### config.mk
export PLATFORM = sky130hd
export DESIGN_NAME = hazard_scoreboard
export DESIGN_NICKNAME = d
export VERILOG_FILES = /design/src/rtl/hazard_scoreboard.sv
export SDC_FILE = /design/constraint.sdc
export NUM_CORES = 1
export LEC_CHECK = 0
export BUFFER_PORTS_ARGS = -buffer_cell sky130_fd_sc_hd__buf_2
export CAP_MARGIN = 10
export CORE_MARGIN = 3
export CORE_UTILIZATION = 59
export CTS_BUF_LIST = sky130_fd_sc_hd__clkbuf_16
export DETAILED_ROUTE_END_ITERATION = 7
export MAX_ROUTING_LAYER = met4
export PLACE_DENSITY = 0.84
export SLEW_MARGIN = 15
export SYNTH_ARGS = -nofsm -noshare
export SYNTH_HDL_FRONTEND = slang
export SYNTH_SLANG_ARGS = --single-unit
export TNS_END_PERCENT = 30
### constraint.sdc
create_clock -name clk -period 3.7 [get_ports clk]
set_clock_uncertainty 0.1 [all_clocks]
set_input_delay 0.555 -clock clk [delete_from_list [all_inputs] [get_ports clk]]
set_output_delay 0.555 -clock clk [all_outputs]
set_load 0.05 [all_outputs]
### src/rtl/hazard_scoreboard.sv
// ============================================================================
// Module      : hazard_scoreboard
// Description : Shift-register scoreboard tracking in-flight writes EX..WB;
//               produces the decode stall, EX forwarding selects and
//               saturating stall/flush performance counters.
// Revision    : 1.0
// ============================================================================
`default_nettype none

module hazard_scoreboard #(
    parameter int REG_AW     = 3,
    parameter int DEPTH      = 3,
    parameter int ALU_READY  = 2,
    parameter int LOAD_READY = 3,
    parameter int SELW       = 2,
    parameter int CNT_W      = 16
) (
    input  logic              clk,
    input  logic              RESET,
    input  logic              i_id_valid,
    input  logic [REG_AW-1:0] i_id_rs,
    input  logic [REG_AW-1:0] i_id_rd,
    input  logic              i_id_use_rs,
    input  logic              i_id_use_rd,
    input  logic              i_id_wr_en,
    input  logic [REG_AW-1:0] i_id_wr_addr,
    input  logic              i_id_is_load,
    input  logic              i_flush,
    input  logic              i_clr_counts,
    output logic              o_stall,
    output logic              o_ex_valid,
    output logic [SELW-1:0]   o_fwd_src_sel,
    output logic [SELW-1:0]   o_fwd_dst_sel,
    output logic [CNT_W-1:0]  o_stall_count,
    output logic [CNT_W-1:0]  o_flush_count
);

    // Write-tracking fields for every stage 1..DEPTH
    logic              r_valid   [1:DEPTH];
    logic              r_wr_en   [1:DEPTH];
    logic [REG_AW-1:0] r_wr_addr [1:DEPTH];
    logic              r_is_load [1:DEPTH];

    // Source fields are only ever consulted in EX, so they are kept for stage 1 only
    logic [REG_AW-1:0] r_ex_rs;
    logic [REG_AW-1:0] r_ex_rd;
    logic              r_ex_use_rs;
    logic              r_ex_use_rd;

    logic [CNT_W-1:0]  r_stall_count;
    logic [CNT_W-1:0]  r_flush_count;

    logic              w_hazard;
    logic              w_accept;

    function automatic int ready_stage(input logic is_load);
        return is_load ? LOAD_READY : ALU_READY;
    endfunction

    always_comb begin
        w_hazard = 1'b0;
        for (int s = 1; s <= DEPTH; s++) begin
            if (r_valid[s] && r_wr_en[s] && ((s + 1) < ready_stage(r_is_load[s])) &&
                ((i_id_use_rs && (i_id_rs == r_wr_addr[s])) ||
                 (i_id_use_rd && (i_id_rd == r_wr_addr[s])))) begin
                w_hazard = 1'b1;
            end
        end
    end

    assign o_stall  = i_id_valid & w_hazard & ~i_flush;
    assign w_accept = i_id_valid & ~o_stall & ~i_flush;

    // Scan oldest to youngest so the youngest ready writer is the last assignment
    always_comb begin
        o_fwd_src_sel = '0;
        o_fwd_dst_sel = '0;
        for (int s = DEPTH; s >= 2; s--) begin
            if (r_valid[s] && r_wr_en[s] && (s >= ready_stage(r_is_load[s]))) begin
                if (r_valid[1] && r_ex_use_rs && (r_wr_addr[s] == r_ex_rs)) begin
                    o_fwd_src_sel = SELW'(s);
                end
                if (r_valid[1] && r_ex_use_rd && (r_wr_addr[s] == r_ex_rd)) begin
                    o_fwd_dst_sel = SELW'(s);
                end
            end
        end
    end

    always_ff @(posedge clk or posedge RESET) begin
        if (RESET) begin
            for (int s = 1; s <= DEPTH; s++) begin
                r_valid[s]   <= 1'b0;
                r_wr_en[s]   <= 1'b0;
                r_wr_addr[s] <= '0;
                r_is_load[s] <= 1'b0;
            end
            r_ex_rs     <= '0;
            r_ex_rd     <= '0;
            r_ex_use_rs <= 1'b0;
            r_ex_use_rd <= 1'b0;
        end else begin
            for (int s = DEPTH; s >= 2; s--) begin
                r_valid[s]   <= r_valid[s-1];
                r_wr_en[s]   <= r_wr_en[s-1];
                r_wr_addr[s] <= r_wr_addr[s-1];
                r_is_load[s] <= r_is_load[s-1];
            end
            r_valid[1]   <= w_accept;
            r_wr_en[1]   <= w_accept & i_id_wr_en;
            r_wr_addr[1] <= w_accept ? i_id_wr_addr : '0;
            r_is_load[1] <= w_accept & i_id_is_load;
            r_ex_rs      <= w_accept ? i_id_rs : '0;
            r_ex_rd      <= w_accept ? i_id_rd : '0;
            r_ex_use_rs  <= w_accept & i_id_use_rs;
            r_ex_use_rd  <= w_accept & i_id_use_rd;
        end
    end

    always_ff @(posedge clk or posedge RESET) begin
        if (RESET) begin
            r_stall_count <= '0;
            r_flush_count <= '0;
        end else if (i_clr_counts) begin
            r_stall_count <= '0;
            r_flush_count <= '0;
        end else begin
            if (o_stall && (r_stall_count != {CNT_W{1'b1}})) begin
                r_stall_count <= r_stall_count + 1'b1;
            end
            if (i_flush && (r_flush_count != {CNT_W{1'b1}})) begin
                r_flush_count <= r_flush_count + 1'b1;
            end
        end
    end

    assign o_ex_valid    = r_valid[1];
    assign o_stall_count = r_stall_count;
    assign o_flush_count = r_flush_count;

endmodule

`default_nettype wire

[After elaboration in Yosys (flattened, before gate mapping)]
Cells that the tools add are included.
Cells by class
  $add $sub $neg: 2
  order comparisons: 5
  equality and inequality tests: 12
  multiplexer cells: 21
  bitwise logic cells: 10
  reductions and logical operators: 30
Operators with widths (number)
  16-bit two-way mux: 4
  16-bit by 1-bit adder with 16-bit output (second input constant): 2
  3-bit by 32-bit < comparator with 1-bit output (first input constant): 1
  4-bit by 32-bit < comparator with 1-bit output (first input constant): 1
  16-bit != test (second input constant): 2
  3-bit == test: 10
  1-bit logical AND: 25
  2-bit two-way mux: 8
  3-bit two-way mux: 3
  1-bit AND: 8
  1-bit two-way mux: 6
  2-bit >= comparator (first input constant): 2
  2-bit nonzero test: 2
  1-bit logical OR: 3
  2-bit < comparator (first input constant): 1
  1-bit inverter: 2
Word-level totals
  flip-flop bits (word level): 58
  output and inout bits: 38
  word-level logic and storage cells: 98

[Longest topological paths before layout]
  word-level depth: 13
  gate-level depth with buffers: 6

[Worst setup path before layout]
OpenSTA, ideal clock, no wires.
  path type: register -> output
  start: register r_valid, in the netlist o_ex_valid
  end: output o_fwd_dst_sel[1]
  arrival: 2535 ps
  data required time: 3045 ps
  slack: 510 ps
  stages on the path, launching flop included: 3
  path through: dfrtp_1 > nand2_1 > o41ai_1
On the way
  cells in the longest elaborated chain, start to end: 6
  elaborated cells on any way between the ends: 7
  classes of those cells: mux (4); reduce/logical (3)
Ends and longest elaborated chain
  start, declared: line 39  | logic r_valid [1:DEPTH];
  start signal, assigned by index: line 104  | r_valid[s] <= r_valid[s-1];
  1-bit logical AND *: line 83  | if (r_valid[1] && r_ex_use_rd && (r_wr_addr[s] == r_ex_rd)) begin
  1-bit logical AND: line 83
  2-bit two-way mux: line 83
  2-bit two-way mux: line 79  | if (r_valid[s] && r_wr_en[s] && (s >= ready_stage(r_is_load[s]))) begin
  2-bit two-way mux: line 83
  2-bit two-way mux *: line 79
  end, declared: line 33  | output logic [SELW-1:0] o_fwd_dst_sel,
Mark *: on every way between the ends. The rest lies on a longest branch, timed or not.

[Final worst setup path]
  start: register r_wr_addr[7] (netlist bit)
  end: output o_stall
On the way
  cells in the longest elaborated chain, start to end: 9
  elaborated cells on any way between the ends: 11
  classes of those cells: eq/ne (2); mux (3); bitwise (2); reduce/logical (4)
Ends and longest elaborated chain
  start, declared: line 41  | logic [REG_AW-1:0] r_wr_addr [1:DEPTH];
  start signal, assigned by index: line 106  | r_wr_addr[s] <= r_wr_addr[s-1];
  3-bit == test (on tied branches): line 64, 65
  1-bit logical AND (on tied branches): line 64, 65
  1-bit logical OR *: line 64  | ((i_id_use_rs && (i_id_rs == r_wr_addr[s])) ||
  1-bit logical AND *: line 63  | if (r_valid[s] && r_wr_en[s] && ((s + 1) < ready_stage(r_is_load[s])) &&
  1-bit two-way mux * (3 in a row): line 63
  1-bit AND * (2 in a row): line 71  | assign o_stall = i_id_valid & w_hazard & ~i_flush;
  end, declared: line 30  | output logic o_stall,
Marked as above.

==> results_dict.tcl <==
set metrics [dict create \
    drive_above_1_share 0.249 \
    antenna_left 0 \
    worst_pin_slew_ns 0.919 \
    first_pass_iters 4 \
    p_per_area_nw_per_um2 468 \
    fp.dieW_um 74.2 \
    start_kind "flop" \
    wl_um 6200 \
    postCtsHoldBufs 0 \
    post-route-util 0.766 \
    setup_ws_ns 1.06 \
    synth_fp_nets 287 \
    synth-seq-cells 57 \
    gp_congestion 0.824 \
    overflow 0 \
    pwr-share-seq 0.410 \
    portBuffers 55 \
    cts.sinks 57 \
    cts_tree "built" \
    first_iter_violations 216 \
    ir_worst_vdd_mv 0.353 \
    place_area_um2 3070 \
    numCtsBuffers 9 \
    clk_pin_slew_ns 0.05 \
    final.period_utilization 0.715 \
    combPwrFrac 0.050 \
    hp-class "reg -> reg" \
    fin_crit_ns 2.64 \
    holdWs_ns 0.284 \
    slew_violations 0 \
    grt_pass1_wl_um 10500 \
    syn2layout_area_growth_pct 23.3 \
    synth_area_leaders "dfrtp_1 (52%), xnor2_1 (5.4%), xor2_1 (5.1%)" \
    power_leakage_nw 1.61 \
    p_int_mw 1.25 \
    core.rowCount 24 \
    synthCells 267 \
    crit_arrival_ns 1.99 \
    dpl.hpwl_um 4090 \
    n_fill_cell 310 \
    power_switching_uw 337 \
    layout_commonest_cell "dfrtp_1" \
    die_y_um 74.2 \
    drt-wirelength-per-cell_um 16.1 \
    hold_viol 0 \
    cts.htree.levels 3 \
    seqCellArea_um2 1430 \
    diodes 0 \
    most-common-layout-cells "dfrtp_1 (57), buf_2 (55), nor2_1 (31)" \
    final.setup.tns_ns 0 \
    cp.required_ns 3.04 \
    routed_via_density 5.87 \
    p_sw_frac 0.213 \
    end_kind "output pin" \
    rsz0062_at_grt "false" \
    fin_nets 349 \
    insertion_delay_ns 0.32 \
    grt_pass1_vias 2179 \
    track_usage 0.263 \
    power_frac_clock 0.539 \
    initial_core_util 0.621 \
    netlist_area_um2 2740 \
    drc 0 \
    yosysTopAreaCellShare 0.520 \
    yosysTopAreaCell "dfrtp_1" \
    fmax_ghz 0.378 \
    slew_headroom 0.381 \
    cts_max_path_buffers 2 \
    multiInputGateArea_um2 1270 \
    status "completed" \
    synth_cell_types 38 \
    cap_violations 0 \
    yosysWarnings 0 \
    cts_setup_buffers 0 \
    die_area_um2 5500 \
    fin_area_um2 3380 \
    avgSynthCellArea_um2 10.3 \
    cts_resized 0 \
    grt_start_max_net_pins 44 \
    antenna_found_initial 0 \
    core_um2 4410 \
    num_vias 2259 \
    ios 56 \
    path_max_fanout 5 \
    synth_seq_area_share 0.520 \
    path_class "reg -> out" \
    root_buffer "clkbuf_16" \
    setup_viol 0 \
    pre_cts_ws_ns 1.24 \
]
==> path summary, 6_finish.rpt <==
| path | startpoint | depth (start not counted) | end | slack [ns] |
|---|---|---|---|---|
| min in group asynchronous | RESET | 2 | o_flush_count[6]$_DFFE_PP0P_ | 0.31 |
| min reg2reg | r_valid[1]$_DFF_PP0_ | 0 | r_valid[0]$_DFF_PP0_ | 0.28 |
| max reg2reg | r_wr_addr[7]$_DFF_PP0_ | 5 | o_stall_count[10]$_DFFE_PP0P_ | 1.43 |
| max | r_wr_addr[7]$_DFF_PP0_ | 5 | o_stall | 1.06 |
| max in group asynchronous | RESET | 3 | o_stall_count[5]$_DFFE_PP0P_ | 2.45 |
| min | r_valid[1]$_DFF_PP0_ | 0 | r_valid[0]$_DFF_PP0_ | 0.28 |
==> kinds of logic after synthesis <==
kind of cell	count (synthesis)	synth area share
AND/OR/NAND/NOR	130	0.253
flip-flops	57	0.520
XOR/XNOR	33	0.105
AO/OA/AOI/OAI	29	0.0771
buffers and inverters	11	0.0151
multiplexers	5	0.0196
adder cells (fa/ha/maj)	2	0.00913
==> per-layer routing <==
layer	vias to the layer above	GRT usage	share of wire
li1	1074	-	-
met1	1102	0.320	0.41
met4	0	0.0946	0.022
met2	68	0.414	0.51
met5	-	-	0
met3	15	0.0838	0.054
==> power by group through the flow <==
stage          registers [mW]  logic [mW]  clock network (mW)
3_3_place_gp            0.659      0.0770                   0
2_1_floorplan           0.667      0.0448                   0
3_5_place_dp            0.660      0.0801                   0
6_report                0.650      0.0795               0.854
5_1_grt                 0.651      0.0890               0.902
4_1_cts                 0.650      0.0816               0.864
==> stage by stage <==
step,power (mW),std cells
2_1_floorplan,0.712,267
3_3_place_gp,0.736,370
3_5_place_dp,0.740,370
4_1_cts,1.60,385
5_1_grt,1.64,385
6_report,1.58,385
==> state kept, by name, summed over array words and instances (netlist names), 2 cells and up <==
register and count:
r_is_load 2, r_ex_rd 3, r_valid 2, o_flush_count 16, o_stall_count 16, r_wr_en 3, r_ex_rs 3, r_wr_addr 9
==> synth_stat cells <==
| cell type | instances |
|---|---|
| ha_1 | 2 |
| or2_2 | 1 |
| xor2_1 | 16 |
| dfrtp_1 | 57 |
| o41ai_1 | 1 |
| mux2i_1 | 2 |
| and4_1 | 3 |
| o41ai_2 | 1 |
| a41oi_1 | 1 |
| a31o_2 | 4 |
| nand2_1 | 14 |
| a2111oi_2 | 1 |
| a2111o_1 | 1 |
| buf_1 | 1 |
| or4_1 | 2 |
| o21ai_0 | 5 |
| clkbuf_1 | 4 |
| nand2b_1 | 6 |
| a311oi_1 | 1 |
| nor2b_1 | 5 |
| and2_1 | 15 |
| and4b_1 | 1 |
| nand4_2 | 1 |
| nand3_1 | 16 |
| nor2_1 | 31 |
| a21oi_1 | 11 |
| o31ai_1 | 1 |
| xnor2_1 | 17 |
| a211oi_2 | 1 |
| nor3_1 | 7 |
| nor4_1 | 6 |
| mux2_2 | 3 |
| inv_1 | 6 |
| a211oi_1 | 1 |
| and3_1 | 4 |
| nand4_1 | 11 |
| nand3b_1 | 2 |
| or3_1 | 5 |
==> cell type report <==
cell class	count	share of cell area
multi-input cells	199	0.377
clock buffers	9	0.0666
well taps	52	0.0192
repair buffers	56	0.0836
inverters	6	0.00666
flip-flops and latches	57	0.422
clock inverters	6	0.0252
==> critical path: stages (launching register included) <==
cell and delay (ns):
dfrtp_1 0.42, xnor2_1 0.19, nand4_1 0.28, a21oi_1 0.31
and2_1 0.19, buf_2 0.28
Power figures use the tool's default switching activity.
